**src/rtl/is_pkg.sv**
```systemverilog
// is_pkg -- shared types and default sizing for the FP execution tracker.
//   fp_op_e   : 2-bit FP opcode carried on insn_op_in
//   wb_slot_t : one writeback reservation slot {valid, is_mul, dest, ptr}
//   DEF_*     : default latencies and widths used as parameter defaults
package is_pkg;

    localparam int unsigned DEF_FP_ADD_LATENCY  = 1;
    localparam int unsigned DEF_FP_MULT_LATENCY = 13;
    localparam int unsigned DEF_MAX_INFLIGHT    = 8;
    localparam int unsigned DEF_WORD_SIZE       = 64;

    localparam int unsigned NUM_PHYS_REGS       = 64;
    localparam int unsigned ROB_DEPTH           = 32;
    localparam int unsigned DEF_PHYS_REG_W      = $clog2(NUM_PHYS_REGS);
    localparam int unsigned DEF_ROB_PTR_W       = $clog2(ROB_DEPTH);

    typedef enum logic [1:0] {
        FADD = 2'd0,
        FSUB = 2'd1,
        FMUL = 2'd2,
        NONE = 2'd3
    } fp_op_e;

    typedef struct packed {
        logic                      valid;
        logic                      is_mul;
        logic [DEF_PHYS_REG_W-1:0] dest;
        logic [DEF_ROB_PTR_W-1:0]  ptr;
    } wb_slot_t;

endpackage

```
**src/rtl/fpu_wb_reservation.sv**
```systemverilog
// fpu_wb_reservation -- writeback reservation line.
// A DEPTH-entry shift line; slot 0 holds the entry whose result is due this
// cycle. Every clock the line shifts toward slot 0 and an optional new entry
// is written at ins_idx_in (post-shift position).
//   clk_in, rst_N_in : clock, asynchronous active-low reset
//   clear_in         : synchronous clear of every slot
//   ins_en_in        : write ins_slot_in at index ins_idx_in this clock
//   probe_off_in     : offset queried for a free slot (>= DEPTH reads as free)
//   probe_free_out   : slot at probe_off_in is empty
//   slot0_out        : current head-of-line entry
module fpu_wb_reservation
    import is_pkg::*;
#(
    parameter int unsigned DEPTH = DEF_FP_MULT_LATENCY,
    parameter int unsigned OFF_W = $clog2(DEF_FP_MULT_LATENCY + 1)
) (
    input  logic             clk_in,
    input  logic             rst_N_in,
    input  logic             clear_in,
    input  logic             ins_en_in,
    input  logic [OFF_W-1:0] ins_idx_in,
    input  wb_slot_t         ins_slot_in,
    input  logic [OFF_W-1:0] probe_off_in,
    output logic             probe_free_out,
    output wb_slot_t         slot0_out
);

    wb_slot_t slots [DEPTH];

    always_ff @(posedge clk_in or negedge rst_N_in) begin
        if (!rst_N_in) begin
            for (int unsigned i = 0; i < DEPTH; i++) begin
                slots[i] <= '0;
            end
        end else if (clear_in) begin
            for (int unsigned i = 0; i < DEPTH; i++) begin
                slots[i] <= '0;
            end
        end else begin
            for (int unsigned i = 0; i + 1 < DEPTH; i++) begin
                slots[i] <= slots[i+1];
            end
            slots[DEPTH-1] <= '0;
            // Insert overrides the shifted value; the free-slot probe
            // guarantees the overridden value was empty.
            for (int unsigned i = 0; i < DEPTH; i++) begin
                if (ins_en_in && (ins_idx_in == OFF_W'(i))) begin
                    slots[i] <= ins_slot_in;
                end
            end
        end
    end

    // Probing offset L looks at slot L before the shift, i.e. the slot that
    // will become L-1 next cycle and reach slot 0 exactly L cycles later.
    always_comb begin
        probe_free_out = 1'b1;
        for (int unsigned i = 0; i < DEPTH; i++) begin
            if (probe_off_in == OFF_W'(i)) begin
                probe_free_out = !slots[i].valid;
            end
        end
    end

    assign slot0_out = slots[0];

endmodule

```
**src/rtl/fpu_exec_tracker.sv**
```systemverilog
// fpu_exec_tracker -- issues FP add/sub/mul ops to fixed-latency units and
// writes results back, guaranteeing one writeback per cycle by reserving the
// writeback cycle at issue time.
//   clk_in, rst_N_in             : clock, asynchronous active-low reset
//   flush_in                     : synchronous squash of all in-flight ops
//   insn_*_in                    : offered op (valid, opcode, operands, dest, ROB ptr)
//   ready_out                    : offered op can be accepted this cycle
//   fpu_a_out/fpu_b_out          : operands to the FP units (0 when not issuing)
//   fpadd_valid_out/fpmult_valid_out : issue strobes
//   fp{add,mult}_result_in/_valid_in : unit results
//   wb_*_out                     : regfile write + ROB done
//   inflight_count_out           : outstanding ops
//   error_out                    : sticky: an expected result never arrived
module fpu_exec_tracker
    import is_pkg::*;
#(
    parameter int unsigned FP_ADD_LATENCY  = DEF_FP_ADD_LATENCY,
    parameter int unsigned FP_MULT_LATENCY = DEF_FP_MULT_LATENCY,
    parameter int unsigned MAX_INFLIGHT    = DEF_MAX_INFLIGHT,
    parameter int unsigned WORD_SIZE       = DEF_WORD_SIZE,
    parameter int unsigned PHYS_REG_W      = DEF_PHYS_REG_W,
    parameter int unsigned ROB_PTR_W       = DEF_ROB_PTR_W
) (
    input  logic                          clk_in,
    input  logic                          rst_N_in,
    input  logic                          flush_in,
    input  logic                          insn_valid_in,
    input  logic [1:0]                    insn_op_in,
    input  logic [WORD_SIZE-1:0]          insn_r1_in,
    input  logic [WORD_SIZE-1:0]          insn_r2_in,
    input  logic [PHYS_REG_W-1:0]         insn_dest_in,
    input  logic [ROB_PTR_W-1:0]          insn_ptr_in,
    output logic                          ready_out,
    output logic [WORD_SIZE-1:0]          fpu_a_out,
    output logic [WORD_SIZE-1:0]          fpu_b_out,
    output logic                          fpadd_valid_out,
    output logic                          fpmult_valid_out,
    input  logic [WORD_SIZE-1:0]          fpadd_result_in,
    input  logic [WORD_SIZE-1:0]          fpmult_result_in,
    input  logic                          fpadd_valid_in,
    input  logic                          fpmult_valid_in,
    output logic                          wb_en_out,
    output logic [PHYS_REG_W-1:0]         wb_index_out,
    output logic [WORD_SIZE-1:0]          wb_data_out,
    output logic [ROB_PTR_W-1:0]          wb_ptr_out,
    output logic [$clog2(MAX_INFLIGHT):0] inflight_count_out,
    output logic                          error_out
);

    localparam int unsigned CNT_W = $clog2(MAX_INFLIGHT) + 1;
    localparam int unsigned OFF_W = $clog2(FP_MULT_LATENCY + 1);

    fp_op_e           op;
    logic             is_mul_op;
    logic [OFF_W-1:0] lat;
    logic             probe_free;
    logic             accept;
    wb_slot_t         ins_slot;
    wb_slot_t         slot0;
    logic             unit_valid;
    logic             retire;
    logic             drop;
    logic [CNT_W-1:0] count_q;
    logic             error_q;

    assign op = fp_op_e'(insn_op_in);

    // ---------------- issue decode ----------------
    always_comb begin
        is_mul_op = (op == FMUL);
        lat       = is_mul_op ? OFF_W'(FP_MULT_LATENCY) : OFF_W'(FP_ADD_LATENCY);
    end

    assign ready_out = rst_N_in && !flush_in
                       && (count_q < CNT_W'(MAX_INFLIGHT)) && probe_free;
    assign accept    = insn_valid_in && (op != NONE) && ready_out;

    always_comb begin
        ins_slot        = '0;
        ins_slot.valid  = 1'b1;
        ins_slot.is_mul = is_mul_op;
        ins_slot.dest   = DEF_PHYS_REG_W'(insn_dest_in);
        ins_slot.ptr    = DEF_ROB_PTR_W'(insn_ptr_in);
    end

    always_comb begin
        fpu_a_out        = '0;
        fpu_b_out        = '0;
        fpadd_valid_out  = 1'b0;
        fpmult_valid_out = 1'b0;
        if (accept) begin
            fpu_a_out = insn_r1_in;
            fpu_b_out = insn_r2_in;
            // Subtraction is an add with the second operand's sign flipped.
            if (op == FSUB) begin
                fpu_b_out[WORD_SIZE-1] = ~insn_r2_in[WORD_SIZE-1];
            end
            fpadd_valid_out  = !is_mul_op;
            fpmult_valid_out = is_mul_op;
        end
    end

    // ---------------- reservation line ----------------
    fpu_wb_reservation #(
        .DEPTH (FP_MULT_LATENCY),
        .OFF_W (OFF_W)
    ) u_resv (
        .clk_in         (clk_in),
        .rst_N_in       (rst_N_in),
        .clear_in       (flush_in),
        .ins_en_in      (accept),
        .ins_idx_in     (lat - OFF_W'(1)),
        .ins_slot_in    (ins_slot),
        .probe_off_in   (lat),
        .probe_free_out (probe_free),
        .slot0_out      (slot0)
    );

    // ---------------- writeback ----------------
    always_comb begin
        unit_valid   = slot0.is_mul ? fpmult_valid_in : fpadd_valid_in;
        retire       = slot0.valid && !flush_in;
        drop         = retire && !unit_valid;
        wb_en_out    = retire && unit_valid;
        wb_index_out = '0;
        wb_ptr_out   = '0;
        wb_data_out  = '0;
        if (wb_en_out) begin
            wb_index_out = PHYS_REG_W'(slot0.dest);
            wb_ptr_out   = ROB_PTR_W'(slot0.ptr);
            wb_data_out  = slot0.is_mul ? fpmult_result_in : fpadd_result_in;
        end
    end

    always_ff @(posedge clk_in or negedge rst_N_in) begin
        if (!rst_N_in) begin
            count_q <= '0;
            error_q <= 1'b0;
        end else begin
            if (flush_in) begin
                count_q <= '0;
            end else begin
                count_q <= count_q + CNT_W'(accept) - CNT_W'(retire);
            end
            error_q <= error_q | drop;
        end
    end

    assign inflight_count_out = count_q;
    assign error_out          = error_q;

endmodule

```
**config.mk**
```make
export PLATFORM = sky130hd
export DESIGN_NAME = fpu_exec_tracker
export DESIGN_NICKNAME = d
export VERILOG_FILES = /design/src/rtl/is_pkg.sv /design/src/rtl/fpu_wb_reservation.sv /design/src/rtl/fpu_exec_tracker.sv
export SDC_FILE = /design/constraint.sdc
export NUM_CORES = 1
export LEC_CHECK = 0
export CAP_MARGIN = 20
export CORE_AREA = 5 5 184 186
export CTS_BUF_LIST = sky130_fd_sc_hd__clkbuf_4 sky130_fd_sc_hd__clkbuf_8 sky130_fd_sc_hd__clkbuf_16
export DETAILED_ROUTE_END_ITERATION = 7
export DIE_AREA = 0 0 189 191
export GPL_TIMING_DRIVEN = 0
export MAX_ROUTING_LAYER = met4
export PLACE_DENSITY = 0.71
export SETUP_SLACK_MARGIN = 0.02
export SYNTH_ARGS = -nofsm -noshare
export SYNTH_HDL_FRONTEND = slang
export SYNTH_HIERARCHICAL = 1
export SYNTH_SLANG_ARGS = --single-unit
```
**constraint.sdc**
```tcl
create_clock -name clk_in -period 5 [get_ports clk_in]
set_clock_uncertainty 0.15 [all_clocks]
set_input_delay 1 -clock clk_in [delete_from_list [all_inputs] [get_ports clk_in]]
set_output_delay 1 -clock clk_in [all_outputs]
set_load 0.005 [all_outputs]
```
==> flow_summary.json, run 1 <==
{
  "status": "completed",
  "detailedRoute.firstPassIterationCount": 6,
  "startpoint_type": "input pin",
  "hp-class": "register to register",
  "slew_headroom_pct": 38.7,
  "powerDensity_nw_per_um2": 214,
  "cts.htree.levels": 4,
  "viasPerCell": 5.28,
  "layout.cells.most_common": "clkdlybuf4s50_1",
  "p_seq_share_pct": 40.6,
  "swShare_pct": 26.0,
  "place_area_um2": 15400,
  "pre_cts_slack_ps": -1210,
  "critPathCaptureType": "output pin",
  "maxCapViolations": 0,
  "antenna_found_initial": 19,
  "synth_area_leaders": "dfrtp_1 (44%), and2_1 (9.6%), nand3_1 (8.0%)",
  "globalRouteTotalUtil_pct": 33.0,
  "clkLatencyLatePin_ps": 430,
  "routedWlPerCell_um": 28.7,
  "synth_edf_count": 0,
  "cts.sinks": 174,
  "synth.distinct_cells": 46,
  "syn_area_um2": 9910,
  "fmax_mhz": 201,
  "synth_area_per_cell_um2": 8.71,
  "rows": 66,
  "finalPower_w": 0.00349,
  "fin_worst_hold_slack_ps": 326,
  "rsz0062_at_grt": "true",
  "power.switching_w": 0.000906,
  "cts_tree": "done",
  "yosys_most_used_dff": "dfrtp_1",
  "layout-drive-gt1-share_pct": 10.1,
  "hpwl_um": 49500,
  "setup_ws_ps": 30.4,
  "routed_wl_um": 60600,
  "ant_nets": 0,
  "pin_count": 487,
  "numCtsBuffers": 17,
  "leakage_nw": 7.51,
  "fin_crit_sh_pct": 99.4,
  "drt-initial-drc-count": 1151,
  "worstPathArrival_ps": 3820,
  "period_minus_slack_ps": 4970,
  "regArea_um2": 4350,
  "critical_path_required_ps": 3850,
  "worstPathMaxFanout": 10,
  "ys_ff_latch": 174,
  "yosysTopAreaCell": "dfrtp_1",
  "overflow": 0,
  "p_int_w": 0.00258,
  "dieWidth_um": 189,
  "place_congestion": 1.02,
  "critPathKind": "input pin to output pin",
  "synth.top_cell.area_share_pct": 43.9,
  "dieArea_um2": 36100,
  "hold_buffers": 0,
  "drcViolationCount": 0,
  "num_vias": 11200,
  "layout.nets": 1962,
  "dieHeight_um": 191,
  "core_um2": 32100,
  "pwr-share-clk_pct": 41.0,
  "clkTransAtPathRegs_ps": 70,
  "slowest_stage": "clkdlybuf4s50_1",
  "clock_path_buffers": 2,
  "ys_async_sr_fraction_pct": 100,
  "grt_max_degree": 106,
  "syn_inst": 1138,
  "tightest_slew_ps": 920,
  "yosysWarnings": 6,
  "setup_violations": 0,
  "portBuffers": 486,
  "synthToLayoutAreaGrowth_pct": 64.4,
  "report.final.slew_viol_count": 0,
  "cpPeakStageDelay_ps": 500,
  "grt_first_pass_wirelength_um": 82400,
  "ys_seq_area_share_pct": 43.9,
  "final-hold-violation-count": 0,
  "nFillCells": 3059,
  "fin_area_um2": 16300,
  "start_util_pct": 30.8,
  "vdd_drop_max_v": 0.000236,
  "layout_common_cells": "clkdlybuf4s50_1 (360), dfrtp_1 (174), nand3_1 (159), a21oi_1 (158), and2_1 (146)",
  "cts_root_buf": "clkbuf_16",
  "multi_input_area_um2": 4830,
  "cp_cell_sequence": "clkdlybuf4s15_2, nor2b_4, buf_12, buf_6, or3b_2, o22ai_1, o41ai_2, and4bb_4, nand3_4, inv_4, buf_12, buf_6, and2_1, clkdlybuf4s50_1",
  "combPwrFrac_pct": 18.4,
  "grt_pass1_vias": 10900
}
==> layer usage <==
metal	global-route usage [%]	wire [um]	vias to the layer above	share of wire (%)
met5	-	0	-	0
met4	24.7	5180	0	8.5
met3	6.70	4020	149	6.6
met2	54.7	29900	634	49
met1	34.9	21500	5413	35
li1	-	-	4965	-
==> synth_stat cells, drive strengths merged (2+ instances only) <==
master    n
a21o      2
mux2i    69
nand2b    4
buf      83
nand3b    4
and3b     3
ha        4
nand3   160
xnor2     3
nor3b     2
clkbuf   58
inv       8
and3      2
nand2     3
dfrtp   174
nor2     68
nor2b     6
o21ai   158
or3b      3
a21oi   158
and2    152
conb      2
==> layout make-up <==
class,instances,share of cell area (%)
timing repair buffer,504,31.1
multi-input combinational,836,29.6
sequential,174,26.7
buffer,141,5.14
tap,408,3.13
clock buffer,22,2.99
clock inverter,10,0.922
inverter,8,0.200
antenna,11,0.169
==> path summary, 6_finish.rpt <==
| path | startpoint | endpoint | slack [ps] | depth (start not counted) |
|---|---|---|---|---|
| max reg2reg | u_resv/slots[103]$_DFF_PN0_ | u_resv/slots[57]$_DFF_PN0_ | 1260 | 14 |
| min | error_out$_DFF_PN0_ | error_out$_DFF_PN0_ | 330 | 1 |
| min in group asynchronous | rst_N_in | u_resv/slots[95]$_DFF_PN0_ | 370 | 1 |
| max in group asynchronous | rst_N_in | u_resv/slots[3]$_DFF_PN0_ | 3450 | 2 |
| min reg2reg | error_out$_DFF_PN0_ | error_out$_DFF_PN0_ | 330 | 1 |
| max | insn_op_in[1] | fpu_a_out[9] | 30 | 14 |
==> registers in the layout, summed over array words and instances, names as in the netlist <==
register            flops
error_out               1
u_resv/slots          156
u_resv/slot0_out       13
inflight_count_out      4
==> logic make-up after synthesis <==
family                   count (synthesis)  share of synthesized area (%)
AO/OA/AOI/OAI                          322                           16.5
XOR/XNOR                                 3                          0.265
adder cells (fa/ha/maj)                  5                          0.707
buffers and inverters                  149                           8.48
flip-flops                             174                           43.9
multiplexers                            69                           6.97
other                                    2                         0.0758
AND/OR/NAND/NOR                        414                           23.1
==> worst max-delay path: cells and delay by family <==
kind	cells	cell delay (ps)
AND/OR/NAND/NOR	5	950
AO/OA/AOI/OAI	2	540
buffers and inverters	7	1330
==> repair_timing <==
item	4_1_cts	5_1_grt
gates resized for setup	107	72
gates cloned	2	0
setup endpoints to repair	173	63
endpoints found under the hold margin	0	0
buffers inserted	10	4
pin swaps	2	0
==> power by group through the flow <==
stage          registers (W)  clock network (W)  logic (W)
2_1_floorplan        0.00144                  0   0.000169
3_3_place_gp         0.00144                  0   0.000605
3_5_place_dp         0.00144                  0   0.000613
4_1_cts              0.00142            0.00144   0.000624
5_1_grt              0.00142            0.00149   0.000668
6_report             0.00142            0.00143   0.000641
==> through the flow <==
| stage | setup TNS (ps) | utilization (%) | cells |
|---|---|---|---|
| 5_1_grt | -356 | 50.7 | 2113 |
| 3_5_place_dp | -152690 | 48.0 | 2055 |
| 6_report | 0 | 50.7 | 2114 |
| 2_1_floorplan | 0 | - | 1159 |
| 3_3_place_gp | -1794180 | 47.8 | 2053 |
| 4_1_cts | 0 | 50.3 | 2099 |
(Power assumes the default switching activity.)
==> inputs of run 2 (changes only) <==
--- a/config.mk
+++ b/config.mk
@@ -6,15 +6,16 @@
 export NUM_CORES = 1
 export LEC_CHECK = 0
 export CAP_MARGIN = 20
-export CORE_AREA = 5 5 184 186
+export CELL_PAD_IN_SITES_DETAIL_PLACEMENT = 1
+export CELL_PAD_IN_SITES_GLOBAL_PLACEMENT = 1
+export CORE_AREA = 5 5 185 187
 export CTS_BUF_LIST = sky130_fd_sc_hd__clkbuf_4 sky130_fd_sc_hd__clkbuf_8 sky130_fd_sc_hd__clkbuf_16
 export DETAILED_ROUTE_END_ITERATION = 7
-export DIE_AREA = 0 0 189 191
+export DIE_AREA = 0 0 190 192
 export GPL_TIMING_DRIVEN = 0
 export MAX_ROUTING_LAYER = met4
-export PLACE_DENSITY = 0.71
+export PLACE_DENSITY = 0.8
 export SETUP_SLACK_MARGIN = 0.02
 export SYNTH_ARGS = -nofsm -noshare
 export SYNTH_HDL_FRONTEND = slang
-export SYNTH_HIERARCHICAL = 1
 export SYNTH_SLANG_ARGS = --single-unit
==> run 2 against run 1 <==
  * Synthesized cell count down 39%
  * Total power shrank 11%
  * Clock power decreased by 14%
  * Sequential cell count shrank 12
  * First-iteration DRC count fell by 76%
  * Count of clock-buffer cells in the layout decreased by 1
  * Setup slack improved by 270 ps
  * Worst hold slack got worse by 24 ps
  * Critical path depth decreased by 7
  * Combinational power fell by 17%
  * Register-to-register slack better by 700 ps
  * Critical path type unchanged
  * Critical endpoint is now fpmult_valid_out
  * Largest power group is now sequential cells
==> flow_summary.json, run 2 <==
{
  "detailedRoute.firstPassIterationCount": 4,
  "cts.htree.levels": 4,
  "cts_tree": "done",
  "layout_common_cells": "clkdlybuf4s50_1 (484), dfrtp_1 (162), and2_1 (138), nor2b_1 (137), nor2_1 (70)",
  "tightest_slew_ps": 720,
  "synth_nets": 979,
  "place_congestion": 0.885,
  "hpwl_um": 35100,
  "numCtsBuffers": 17,
  "ys_seq_area_share_pct": 54.8,
  "clkLatencyLatePin_ps": 420,
  "report.final.slew_viol_count": 0,
  "synth_area_leaders": "dfrtp_1 (55%), and2_1 (12%), nor2b_1 (12%)",
  "dieWidth_um": 190,
  "hp-class": "input pin to async pin",
  "dieHeight_um": 192,
  "vdd_drop_max_v": 0.000194,
  "multi_input_area_um2": 3080,
  "fmax_mhz": 213,
  "rows": 66,
  "routed_wl_um": 41000,
  "synthTopCellsByCount": "dfrtp_1 (162), and2_1 (138), nor2b_1 (137), nor2_1 (70), mux2i_1 (65)",
  "pin_count": 487,
  "portBuffers": 485,
  "utilization_pct": 41.8,
  "num_vias": 6932,
  "hold_buffers": 0,
  "nFillCells": 3584,
  "yosys_most_used_dff": "dfrtp_1",
  "startpoint_type": "input pin",
  "synth.top_cell.area_share_pct": 54.8,
  "synthToLayoutAreaGrowth_pct": 82.4,
  "critPathKind": "input pin to output pin",
  "grt_first_pass_wirelength_um": 55100,
  "viasPerCell": 4.15,
  "status": "completed",
  "critical_path_required_ps": 3850,
  "grt_pass1_vias": 7744,
  "regArea_um2": 4050,
  "setup_violations": 0,
  "drcViolationCount": 0,
  "cts_root_buf": "clkbuf_16",
  "antenna_found_initial": 11,
  "core_um2": 32300,
  "routedWlPerCell_um": 24.5,
  "period_minus_slack_ps": 4700,
  "fin_crit_sh_pct": 94.1,
  "layout.cells.most_common": "clkdlybuf4s50_1",
  "top_register": "u_resv.slots",
  "final-hold-violation-count": 0,
  "clkTransAtPathRegs_ps": 60,
  "worstPathArrival_ps": 3550,
  "overflow": 0,
  "fin_worst_hold_slack_ps": 302,
  "synth_area_per_cell_um2": 10.6,
  "yosysWarnings": 0,
  "drt-initial-drc-count": 279,
  "syn_area_um2": 7400,
  "layout.nets": 1486,
  "leakage_nw": 5.65,
  "grt_max_degree": 60,
  "maxCapViolations": 0,
  "ys_async_sr_fraction_pct": 100,
  "cts.sinks": 162,
  "critPathCaptureType": "output pin",
  "ant_nets": 0,
  "synth_most_common_cell": "dfrtp_1",
  "largest_reg_flops": 144,
  "ys_ff_latch": 162,
  "synth_edf_count": 0,
  "dieArea_um2": 36500,
  "globalRouteTotalUtil_pct": 22.0,
  "start_util_pct": 22.9,
  "worstPathMaxFanout": 11,
  "synth.distinct_cells": 27,
  "slew_headroom_pct": 52.0,
  "syn_inst": 699,
  "yosysTopAreaCell": "dfrtp_1",
  "rsz0062_at_grt": "false",
  "layout-drive-gt1-share_pct": 5.09,
  "clock_path_buffers": 2,
  "powerDensity_nw_per_um2": 230
}
## run 2: kinds of logic (layout without fill, tap and decap cells)
logic type	count (synthesis)	in the layout	share of synthesized area (%)
AOI/OAI and AO/OA	29	29	2.15
xor gates and xnor gates	3	3	0.355
adders and majority gates	5	5	0.947
buffers and inverters	59	577	3.60
DFF	162	162	54.8
muxes	65	65	8.80
other	0	12	0
and+or+nand+nor	376	376	29.3
## run 2: metrics by stage
| step | setup WS [ps] | TNS [ps] | std cells | total power, W | cell area [um2] |
|---|---|---|---|---|---|
| 4_1_cts | 90.0 | 0 | 1658 | 0.00313 | 13400 |
| 2_1_floorplan | 1830 | 0 | 699 | 0.00147 | 7400 |
| 5_1_grt | 150 | 0 | 1669 | 0.00322 | 13500 |
| 3_5_place_dp | -297 | -5450 | 1627 | 0.00189 | 12800 |
| 3_3_place_gp | -5400 | -1341710 | 1626 | 0.00188 | 12800 |
| 6_report | 296 | 0 | 1671 | 0.00310 | 13500 |
## run 2: final timing paths
| check | to | start | slack (ps) | cells past startpoint |
|---|---|---|---|---|
| min in group clk_in | u_resv.slots[73]$_DFF_PN0_ | u_resv.slots[60]$_DFF_PN0_ | 310 | 1 |
| max reg2reg | inflight_count_out[1]$_DFF_PN0_ | inflight_count_out[3]$_DFF_PN0_ | 1960 | 9 |
| min | u_resv.slots[8]$_DFF_PN0_ | rst_N_in | 300 | 1 |
| min reg2reg | u_resv.slots[73]$_DFF_PN0_ | u_resv.slots[60]$_DFF_PN0_ | 310 | 1 |
| max in group asynchronous | u_resv.slots[56]$_DFF_PN0_ | rst_N_in | 3670 | 2 |
| max | fpmult_valid_out | insn_op_in[1] | 300 | 7 |
## run 2: worst max-delay path: stages
cell and delay (ps):
clkdlybuf4s50_1 570, nor2b_1 360, o2111a_2 380, clkbuf_4 290
inv_1 140, nor2_1 120, clkdlybuf4s50_1 690
## run 2: report_power, final
group	total, W	internal [W]	switching, W
registers	0.00133	0.00132	0.00000914
clock network	0.00123	0.000730	0.000503
logic	0.000534	0.000328	0.000205
## run 2: layer usage
layer	wire length [um]	GRT usage, %	share of wire (%)
met3	5640	13.5	14
met5	0	-	0
met4	646	4.48	1.6
met1	16800	26.4	41
met2	17900	31.7	44
## run 2: final cells by class
| cell class | count | share of cell area, % |
|---|---|---|
| antenna | 12 | 0.223 |
| tap | 442 | 4.10 |
| inverter | 7 | 0.195 |
| clock inverter | 9 | 0.603 |
| clock buffer | 21 | 3.56 |
| buffer | 52 | 1.80 |
| timing repair buffer | 488 | 36.7 |
| multi-input combinational | 478 | 22.8 |
| sequential | 162 | 30.0 |
## run 2: what timing repair did
item                                    in CTS  in global routing
gates cloned                                 1                  1
endpoints found under the setup margin     126                  2
gates resized for setup                      2                  1
buffers inserted                             0                  0
